$ cat src/rtl/raizing_textram_arb.sv
`default_nettype none
// raizing_textram_arb: shares a single-port text RAM between the 68k bus and the line renderer.
// Optional macro RAIZING_TEXTARB_FAIRNESS_EN bounds how long the CPU can be locked out.
module raizing_textram_arb #(
    parameter int AW      = 12,
    parameter int DW      = 16,
    parameter int MAXWAIT = 8
) (
    input  logic          CLK96,
    input  logic          RESET96,
    input  logic          REN_REQ,
    input  logic [AW-1:0] REN_ADDR,
    output logic          REN_GNT,
    output logic          REN_VALID,
    output logic [DW-1:0] REN_DATA,
    input  logic          CPU_CS,
    input  logic          CPU_WE,
    input  logic [AW-1:0] CPU_ADDR,
    input  logic [DW-1:0] CPU_DIN,
    input  logic [1:0]    CPU_DSN,
    output logic [DW-1:0] CPU_DOUT,
    output logic          CPU_ACK,
    output logic [AW-1:0] RAM_ADDR,
    output logic [DW-1:0] RAM_DIN,
    output logic          RAM_WE,
    output logic [1:0]    RAM_BE,
    input  logic [DW-1:0] RAM_DOUT
);

    localparam logic [1:0] S_IDLE  = 2'd0;
    localparam logic [1:0] S_ISSUE = 2'd1;
    localparam logic [1:0] S_LATCH = 2'd2;
    localparam logic [1:0] S_HOLD  = 2'd3;

    logic [1:0]    state_q, state_d;
    logic [1:0]    vpipe_q, vpipe_d;
    logic [AW-1:0] ram_addr_q, ram_addr_d;
    logic [DW-1:0] ram_din_q, ram_din_d;
    logic          ram_we_q, ram_we_d;
    logic [1:0]    ram_be_q, ram_be_d;
    logic          op_we_q, op_we_d;
    logic [DW-1:0] cpu_dout_q, cpu_dout_d;
    logic          ack_q, ack_d;
    logic          ren_acc;
    logic          cpu_gnt;

`ifdef RAIZING_TEXTARB_FAIRNESS_EN
    localparam logic [3:0] MAXWAIT_C = 4'(MAXWAIT);

    logic [3:0] wait_q, wait_d;
    logic       cpu_waiting;
    logic       cpu_force;

    assign cpu_waiting = (state_q == S_IDLE) && CPU_CS;
    assign cpu_force   = cpu_waiting && (wait_q == MAXWAIT_C);
    assign ren_acc     = REN_REQ && !cpu_force;
    assign cpu_gnt     = cpu_waiting && (!REN_REQ || cpu_force);

    always_comb begin
        wait_d = wait_q;
        if (cpu_gnt)
            wait_d = 4'd0;
        else if (cpu_waiting && REN_REQ && (wait_q != 4'hF))
            wait_d = wait_q + 4'd1;
    end

    always_ff @(posedge CLK96 or posedge RESET96) begin
        if (RESET96)
            wait_q <= 4'd0;
        else
            wait_q <= wait_d;
    end
`else
    // MAXWAIT only matters when the fairness counter is built in.
    logic unused_maxwait;
    assign unused_maxwait = ^MAXWAIT;

    assign ren_acc = REN_REQ;
    assign cpu_gnt = (state_q == S_IDLE) && CPU_CS && !REN_REQ;
`endif

    always_comb begin
        state_d    = state_q;
        ack_d      = ack_q;
        op_we_d    = op_we_q;
        cpu_dout_d = cpu_dout_q;
        ram_addr_d = ram_addr_q;
        ram_din_d  = ram_din_q;
        ram_be_d   = ram_be_q;
        ram_we_d   = 1'b0;
        vpipe_d    = {vpipe_q[0], ren_acc};

        // The renderer and CPU never win the port in the same cycle.
        if (ren_acc) begin
            ram_addr_d = REN_ADDR;
        end else if (cpu_gnt) begin
            ram_addr_d = CPU_ADDR;
            ram_din_d  = CPU_DIN;
            ram_be_d   = ~CPU_DSN;
            ram_we_d   = CPU_WE;
        end

        case (state_q)
            S_IDLE: begin
                if (cpu_gnt) begin
                    state_d = S_ISSUE;
                    op_we_d = CPU_WE;
                end
            end
            S_ISSUE: state_d = S_LATCH;
            S_LATCH: begin
                if (!op_we_q)
                    cpu_dout_d = RAM_DOUT;
                ack_d   = 1'b1;
                state_d = S_HOLD;
            end
            S_HOLD: begin
                if (!CPU_CS) begin
                    ack_d   = 1'b0;
                    state_d = S_IDLE;
                end
            end
            default: state_d = S_IDLE;
        endcase
    end

    always_ff @(posedge CLK96 or posedge RESET96) begin
        if (RESET96) begin
            state_q    <= S_IDLE;
            vpipe_q    <= 2'b00;
            ram_addr_q <= '0;
            ram_din_q  <= '0;
            ram_we_q   <= 1'b0;
            ram_be_q   <= 2'b00;
            op_we_q    <= 1'b0;
            cpu_dout_q <= '0;
            ack_q      <= 1'b0;
        end else begin
            state_q    <= state_d;
            vpipe_q    <= vpipe_d;
            ram_addr_q <= ram_addr_d;
            ram_din_q  <= ram_din_d;
            ram_we_q   <= ram_we_d;
            ram_be_q   <= ram_be_d;
            op_we_q    <= op_we_d;
            cpu_dout_q <= cpu_dout_d;
            ack_q      <= ack_d;
        end
    end

    assign REN_GNT   = ren_acc;
    assign REN_VALID = vpipe_q[1];
    assign REN_DATA  = RAM_DOUT;
    assign CPU_DOUT  = cpu_dout_q;
    assign CPU_ACK   = ack_q;
    assign RAM_ADDR  = ram_addr_q;
    assign RAM_DIN   = ram_din_q;
    assign RAM_WE    = ram_we_q;
    assign RAM_BE    = ram_be_q;

endmodule
`default_nettype wire
$ cat config.mk
export PLATFORM = sky130hd
export DESIGN_NAME = raizing_textram_arb
export DESIGN_NICKNAME = d
export VERILOG_FILES = /design/src/rtl/raizing_textram_arb.sv
export SDC_FILE = /design/constraint.sdc
export NUM_CORES = 1
export LEC_CHECK = 0
export BUFFER_PORTS_ARGS = -buffer_cell sky130_fd_sc_hd__buf_2
export CORE_MARGIN = 5
export CORE_UTILIZATION = 35
export DETAILED_ROUTE_END_ITERATION = 8
export GPL_TIMING_DRIVEN = 0
export PLACE_DENSITY = 0.66
export SYNTH_ARGS = -nofsm -noshare
export SYNTH_HDL_FRONTEND = slang
export SYNTH_SLANG_ARGS = --single-unit
$ cat constraint.sdc
create_clock -name CLK96 -period 2.6 [get_ports CLK96]
set_input_delay 0.39 -clock CLK96 [delete_from_list [all_inputs] [get_ports CLK96]]
set_output_delay 0.39 -clock CLK96 [all_outputs]
set_load 0.1 [all_outputs]
# Yosys cells after proc, flatten, opt, wreduce, memory -nomap -nowiden
# Cells that the tools add are included.
dict set report totals {
  regBits 53
  mem_bits_rw 0
  word_cells 37
  mem_bits_ro 0
  latch_bits 0
  mem_count 0
}
dict set report classes {
  n_reduce_logical 11
  order_cmp 0
  n_bitwise 3
  muxes 9
  n_mul 0
  div 0
  n_shift 0
  eq_ne 5
  n_addsub 0
}
# op n
set op_table {}
lappend op_table {{$mux W12} 2}
lappend op_table {{$reduce_and A2 Y1} 5}
lappend op_table {{$pmux W2 S4} 1}
lappend op_table {{$eq A2 B2 Y1 const B} 2}
lappend op_table {{$mux W2} 2}
lappend op_table {{$ne A2 B2 Y1 const B} 2}
lappend op_table {{$reduce_bool A2 Y1} 2}
lappend op_table {{$mux W1} 3}
lappend op_table {{$eq A2 B1 Y1 const B} 1}
lappend op_table {{$logic_and A1 B1 Y1} 2}
lappend op_table {{$logic_not A2 Y1} 1}
lappend op_table {{$not A1 Y1} 2}
lappend op_table {{$not A2 Y2} 1}
lappend op_table {{$pmux W1 S2} 1}
lappend op_table {{$logic_not A1 Y1} 1}

# Depth between registers and ports, before layout
# Gate-level depths: netlist of run 1.
dict set report depth {
  depth_word 5
  ltp_mapped 6
  ltp_nobuf 5
}

# Worst setup path after synthesis of run 1
# Ideal clock, no wire load.
dict set report synth_timing {
  path_kind {reg2reg}
  from {register state_q[0]}
  to {register cpu_dout_q[0], in the netlist CPU_DOUT[0]}
  setup_time_ns 0.125
  stages_incl_launch_ff 7
  setup_slack_ns 1.047
  arrival_time_ns 1.428
  path_cell_list {dfrtp_1 inv_1 ha_1 nor2b_1 buf_2 buf_4 mux2_2}
}
dict set report synth_between {
  elab_chain_cells 2
}
# item line_no
set synth_rtl {}
lappend synth_rtl {{start: declaration} 35} ;# logic [1:0] state_q, state_d;
lappend synth_rtl {{start signal: assignment} 139} ;# state_q <= state_d;
lappend synth_rtl {{$eq A2 B2 Y1} 103} ;# case (state_q)
lappend synth_rtl {{$reduce_and A2 Y1 (no source line)} n/a}
lappend synth_rtl {{end signal: assignment} 146} ;# cpu_dout_q <= cpu_dout_d;
lappend synth_rtl {{end: declaration} 42} ;# logic [DW-1:0] cpu_dout_q, cpu_dout_d;
# Every way passes these cells.
# A chain may end at the register's enable or synchronous reset.

# Worst setup path after layout of run 1
# Ends and elaborated chain as after synthesis.

==> results.md, run 1 <==
- GR Util All Layers: 0.1210
- Synth warn: 0
- DIE HEIGHT: 91.33 um
- Core area: about 6400 um2
- Arr. time, crit path: 1940 ps
- Dpl hpwl: roughly 4.1 mm
- CTS resizes: 0
- Max_slew headroom: 0.6560
- Crit path kind: register to register
- Final hold viol count: 0
- Hold Path Class: input port to async pin
- CTS tree: yes
- Mapped Area: 2315 um2
- Initial antenna violation count: 0
- Hold buffers post-CTS: 0
- Total number of vias: between 1.5k and 2k
- Asr flop ratio synth: 1.000
- DR iter-0 viols: 25
- RR Endpoint: CPU_DOUT[0]$_DFFE_PP0P_
- Cts bufs inserted: 5
- Max Cap Viol: 0
- Drt first pass iters: 3
- Max Root-Sink Buffers: 2
- FF-to-FF Start: state_q[0]$_DFFE_PP0P_
- Max Fanout on Critical Path: 10
- Clk pin slew, worst setup/hold paths: roughly 90 ps
- Element type at the critical path end: register
- Htree depth: 2
- Layout Cells excl Fill: ~390
- Vias in the first global route: approximately 1.8k
- Synth area leaders: dfrtp_1 57%, mux2_2 9.2%, mux2_4 6.5%
- Tcrit/Tclk final: 0.6759
- Run status: finished clean
- Fin Clk Skew: 5.177 ps
- I/O Pins: between 100 and 150
- CP required: 2780 ps
- Wirelength, routed: about 5.1 mm
- Worst Setup SP: state_q[0]$_DFFE_PP0P_
- Top cell type by total area after synthesis: dfrtp_1
- Number of vias per cell: ~4.3
- Synth unique cells: 20
- Unrepaired setup endpoints after global routing: false
- Layout net count: between 300 and 400
- Sink Count: between 50 and 60
- Area occupied by registers: about 1300 um2
- Clk Latency, worst-skew pair: ~290 ps
- N_diodes: 0
- Syn_area_per_cell: 13.54 um2
- First-pass GRT wire length: 8.293 mm
- Clock root cell: clkbuf_8
- Synthesized Nets: between 200 and 250
- Fmax: ~570 MHz
- Drt drc: 0
- Multi-input logic area: approximately 790 um2
- FF-to-FF path depth: 6
- Worst R2R Setup Slack: 840 ps
- Drt wl/cell: 13.29 um
- Remaining antenna violation count: 0
- Post-synth EDFFs: 0
- Postcts setup bufs: 0
- Setup crit start kind: register
- Initial Util: 0.3625
- Die footprint: around 8300 um2
- Placed insts: approximately 380
- Largest net degree at the start of global routing: 31
- Top FF cell, synth: dfrtp_1
- Grt total ovfl: 0
- Final design area excluding fillers: between 3000 and 4000 um2
- Share of the synthesized area in the top cell type: 0.5730
- Setup violations, final: 0
- Layout cells sized above 1: 0.6266
- Yosys reg bits: 53
- Die X: between 90 and 100 um
- Port Buf Inserts: about 130
- Setup crit end: CPU_DOUT[0]$_DFFE_PP0P_
- Row count: 29
- Fin crit period: about 1800 ps
- Sum Neg Setup Slack: 0 ps
- Sequential element share of the synthesized area: 0.5730
- Area growth syn-to-layout: 37.73%
- Fillers: a little over 600
- Cells after synthesis: approximately 170
- Slew @ Worst Pin: between 500 and 600 ps
- Placer congestion estimate: ~0.7
- Slew Viols, Final: 0
- Post-DP Area: roughly 3100 um2
==> area by class of cell <==
class,instances,area share
Tap cell,77,0.03022
Sequential cell,53,0.4160
Buffer,25,0.05808
Timing Repair Buffer,129,0.2072
Clock inverter,1,0.009419
Multi-Input combinational cell,89,0.2473
Clock buffer,7,0.02708
Inverter,4,0.004710
==> worst min-delay path by stage <==
stage | start | end | cells past startpoint
4_1_cts | RESET96 | RAM_DIN[10]$_DFFE_PP0P_ | 2
6_report | RESET96 | CPU_DOUT[11]$_DFFE_PP0P_ | 2
5_1_grt | RESET96 | CPU_DOUT[8]$_DFFE_PP0P_ | 2
2_1_floorplan | vpipe_q[0]$_DFF_PP0_ | vpipe_q[1]$_DFF_PP0_ | 0
3_3_place_gp | vpipe_q[0]$_DFF_PP0_ | vpipe_q[1]$_DFF_PP0_ | 0
3_5_place_dp | vpipe_q[0]$_DFF_PP0_ | vpipe_q[1]$_DFF_PP0_ | 0
==> through the flow <==
| step | utilization | setup WS (ps) | hold slack [ps] |
|---|---|---|---|
| after CTS | 0.4992 | 813.8 | 137.6 |
| after detailed placement | 0.4810 | 834.7 | 339.4 |
| after global placement | 0.4779 | 204.2 | 336.9 |
| after global routing | 0.4992 | 712.2 | 169.3 |
| after floorplan | - | 923.8 | 331.2 |
| final | 0.4992 | 842.6 | 124.7 |
==> cells in the final DEF, fill, tap and decap left out, drive strengths merged <==
| cell type | n |
|---|---|
| o21ai | 15 |
| mux2i | 13 |
| nand2 | 15 |
| nand3b | 1 |
| a22oi | 1 |
| bufinv | 1 |
| buf | 154 |
| mux2 | 33 |
| inv | 4 |
| nor2b | 1 |
| nor2 | 3 |
| clkbuf | 7 |
| ha | 4 |
| a21oi | 1 |
| nand2b | 1 |
| a21o | 1 |
| dfrtp | 53 |
==> cells in the mapped netlist (all sizes together), types with 3 or more instances <==
| library cell | n |
|---|---|
| buf | 25 |
| dfrtp | 53 |
| ha | 4 |
| inv | 4 |
| mux2 | 33 |
| mux2i | 13 |
| nand2 | 15 |
| nor2 | 3 |
| o21ai | 15 |
==> per-layer routing <==
layer	global-route usage	wire, um	up-vias
met2	0.2091	2547	67
li1	-	-	825
met1	0.1448	2098	776
met5	0	0	-
met3	0.04132	437	4
met4	0.02934	34	0
==> state kept, by name, summed over array words and instances, names as in the netlist <==
name      flops
RAM_WE        1
vpipe_q       2
RAM_BE        2
op_we_q       1
RAM_DIN      16
state_q       2
CPU_ACK       1
CPU_DOUT     16
RAM_ADDR     12
==> critical path: stages (launching register included) <==
cell and delay (ps):
dfrtp_1 400, inv_1 120, ha_1 210, nor2b_1 140
buf_2 210, buf_4 210, mux2_2 350
==> cells by family (layout without fill, tap and decap cells) <==
logic type,count (synthesis),count (layout),share of synthesized area
adders and majority gates,4,4,0.02162
buffers and inverters,29,166,0.08649
AOI/OAI and AO/OA,18,18,0.04270
muxes,46,46,0.2330
and+or+nand+nor,21,21,0.04324
DFF,53,53,0.5730
Power of run 1 is left out: the tool's default activity adds up to more than one toggle a clock period on the data nets, which glitch-free logic cannot reach.
==> run 2: changes to the inputs <==
clock period = 1.8 ns   (was 2.6 ns; I/O delays follow)
==> run 2 against run 1 <==
Effect of this change: fmax increased by 6.9%; clock-buffer cell count stayed put; first-iteration DRC count unchanged; routed wire length hardly changed; core utilization down 0.078 points.
==> results.md, run 2 (synthesis gave the netlist of run 1 again) <==
- Layout Cells excl Fill: 384 (was 385)
- Hold Path Class: input port to async pin (unchanged)
- Initial antenna violation count: 0 (unchanged)
- Htree depth: 2 (unchanged)
- Max Fanout on Critical Path: 16 (was 10)
- Drt first pass iters: 3 (unchanged)
- Area growth syn-to-layout: 37.51% (was 37.73%)
- Fmax: 608.5 MHz (was 569.0 MHz)
- CP required: 1980 ps (was 2780 ps)
- Slowest cell delay on critical path: 400 ps (about the same)
- Clock root cell: clkbuf_8 (unchanged)
- DR iter-0 viols: 25 (unchanged)
- Slew @ Worst Pin: 515.2 ps (about the same)
- CTS tree: yes (unchanged)
- Core area: 6386 um2 (unchanged)
- Sink Count: 53 (unchanged)
- Setup crit start kind: register (unchanged)
- Layout cells sized above 1: 0.6254 (was 0.6266)
- Postcts setup bufs: 0 (unchanged)
- Setup violations, final: 0 (unchanged)
- CP max stage cell: dfrtp_1 (unchanged)
- GR Util All Layers: 0.1210 (unchanged)
- Sum Neg Setup Slack: 0 ps (unchanged)
- Tcrit/Tclk final: 0.9130 (was 0.6759)
- Crit path kind: register to register (unchanged)
- CP cell instances: inv_1, ha_1, nor2b_1, clkbuf_4, mux2_2 (was inv_1, ha_1, nor2b_1, buf_2, buf_4, mux2_2)
- Element type at the critical path end: register (unchanged)
- Post-DP Area: 3072 um2 (unchanged)
- Hold_ws: 4.777 ps (was 124.7 ps)
- Dpl hpwl: 4.094 mm (unchanged)
- Max Root-Sink Buffers: 2 (unchanged)
- Drt drc: 0 (unchanged)
- Placer congestion estimate: 0.6818 (unchanged)
- Die footprint: 8340 um2 (unchanged)
- Crit path max-delay family: flip-flops (was buffers and inverters)
- Commonest non-fill, non-tap cell in the layout: buf_2 (unchanged)
- Layout net count: 373 (was 374)
- Number of vias per cell: 4.346 (was 4.343)
- Remaining antenna violation count: 0 (unchanged)
- Die X: 91.33 um (unchanged)
- First-pass GRT wire length: 8.293 mm (unchanged)
- Placed insts: 377 (unchanged)
- Cts bufs inserted: 5 (unchanged)
- Run status: finished clean (unchanged)
- Final hold viol count: 0 (unchanged)
- Row count: 29 (unchanged)
- Final design area excluding fillers: 3183 um2 (was 3188 um2)
- Arr. time, crit path: 1820 ps (was 1940 ps)
- I/O Pins: 129 (unchanged)
- Vias in the first global route: 1,758 (unchanged)
- Hold buffers post-CTS: 0 (unchanged)
- Initial Util: 0.3625 (unchanged)
- Clk Latency, worst-skew pair: 290 ps (about the same)
- Fin crit period: 1643 ps (was 1757 ps)
- Wirelength, routed: 5.119 mm (was 5.117 mm)
- Total number of vias: 1,669 (was 1,672)
- Commonest non-fill, non-tap cells in the layout: 131 x buf_2, 53 x dfrtp_1, 19 x mux2_2, 18 x buf_4, 15 x nand2_1 (was 132 x buf_2, 53 x dfrtp_1, 19 x buf_4, 19 x mux2_2, 15 x nand2_1)
- Max Cap Viol: 0 (unchanged)
- Grt total ovfl: 0 (unchanged)
- CP Buf/Inv Count: 2 (was 3)
- Drt wl/cell: 13.33 um (was 13.29 um)
- Fin Clk Skew: 5.364 ps (was 5.177 ps)
- DIE HEIGHT: 91.33 um (unchanged)
- Slew Viols, Final: 0 (unchanged)
- Unrepaired setup endpoints after global routing: false (unchanged)
- N_diodes: 0 (unchanged)
- Port Buf Inserts: 128 (unchanged)
- Clk pin slew, worst setup/hold paths: 90 ps (about the same)
- Max_slew headroom: 0.6561 (was 0.6560)
- Largest net degree at the start of global routing: 31 (unchanged)
## run 2: worst reg2reg max path, stage by stage, from the launching register on
cell and delay, ps:
dfrtp_1 400, inv_1 120, ha_1 210, nor2b_1 140, clkbuf_4 280, mux2_2 380
## run 2: routing by layer
layer | track usage | up-vias | part of all wire
met5 | 0 | - | 0
met4 | 0.02934 | 0 | 0.0066
met2 | 0.2091 | 67 | 0.50
li1 | - | 823 | -
met1 | 0.1448 | 775 | 0.41
met3 | 0.04132 | 4 | 0.085
## run 2: repair_timing
| action | CTS | global route |
|---|---|---|
| endpoints found under the hold margin | 0 | 0 |
| endpoints found under the setup margin | 0 | 10 |
| gates resized for setup | 0 | 1 |
## run 2: layout make-up
type | count | area, um2
well taps | 77 | 96.34
clock buffers | 7 | 86.33
fillers | 605 | 3203
inverters | 4 | 15.01
flip-flops and latches | 53 | 1326
plain buffers | 24 | 180.2
multi-input cells | 89 | 788.3
repair buffers | 129 | 660.6
clock inverters | 1 | 30.03
## run 2: per-stage QoR
stage,util,worst slack [ps]
CTS,0.4992,13.76
global route,0.4984,37.72
global placement,0.4779,-475.8
finish,0.4984,156.7
floorplan,-,243.8
detailed placement,0.4810,34.70
## run 2: final timing paths
check                                            to              startpoint  slack (ps)  depth (start not counted)
setup / recovery            CPU_DOUT[0]$_DFFE_PP0P_  state_q[0]$_DFFE_PP0P_         160                          5
hold / removal             CPU_DOUT[11]$_DFFE_PP0P_                 RESET96           5                          2
setup reg to reg            CPU_DOUT[0]$_DFFE_PP0P_  state_q[0]$_DFFE_PP0P_         160                          5
hold reg to reg                vpipe_q[1]$_DFF_PP0_    vpipe_q[0]$_DFF_PP0_         360                          0
max in group asynchronous   RAM_ADDR[2]$_DFFE_PP0P_                 RESET96        1260                          3
min in group CLK96             vpipe_q[0]$_DFF_PP0_                 REN_REQ         110                          1
Power of run 2 is left out for the same reason.
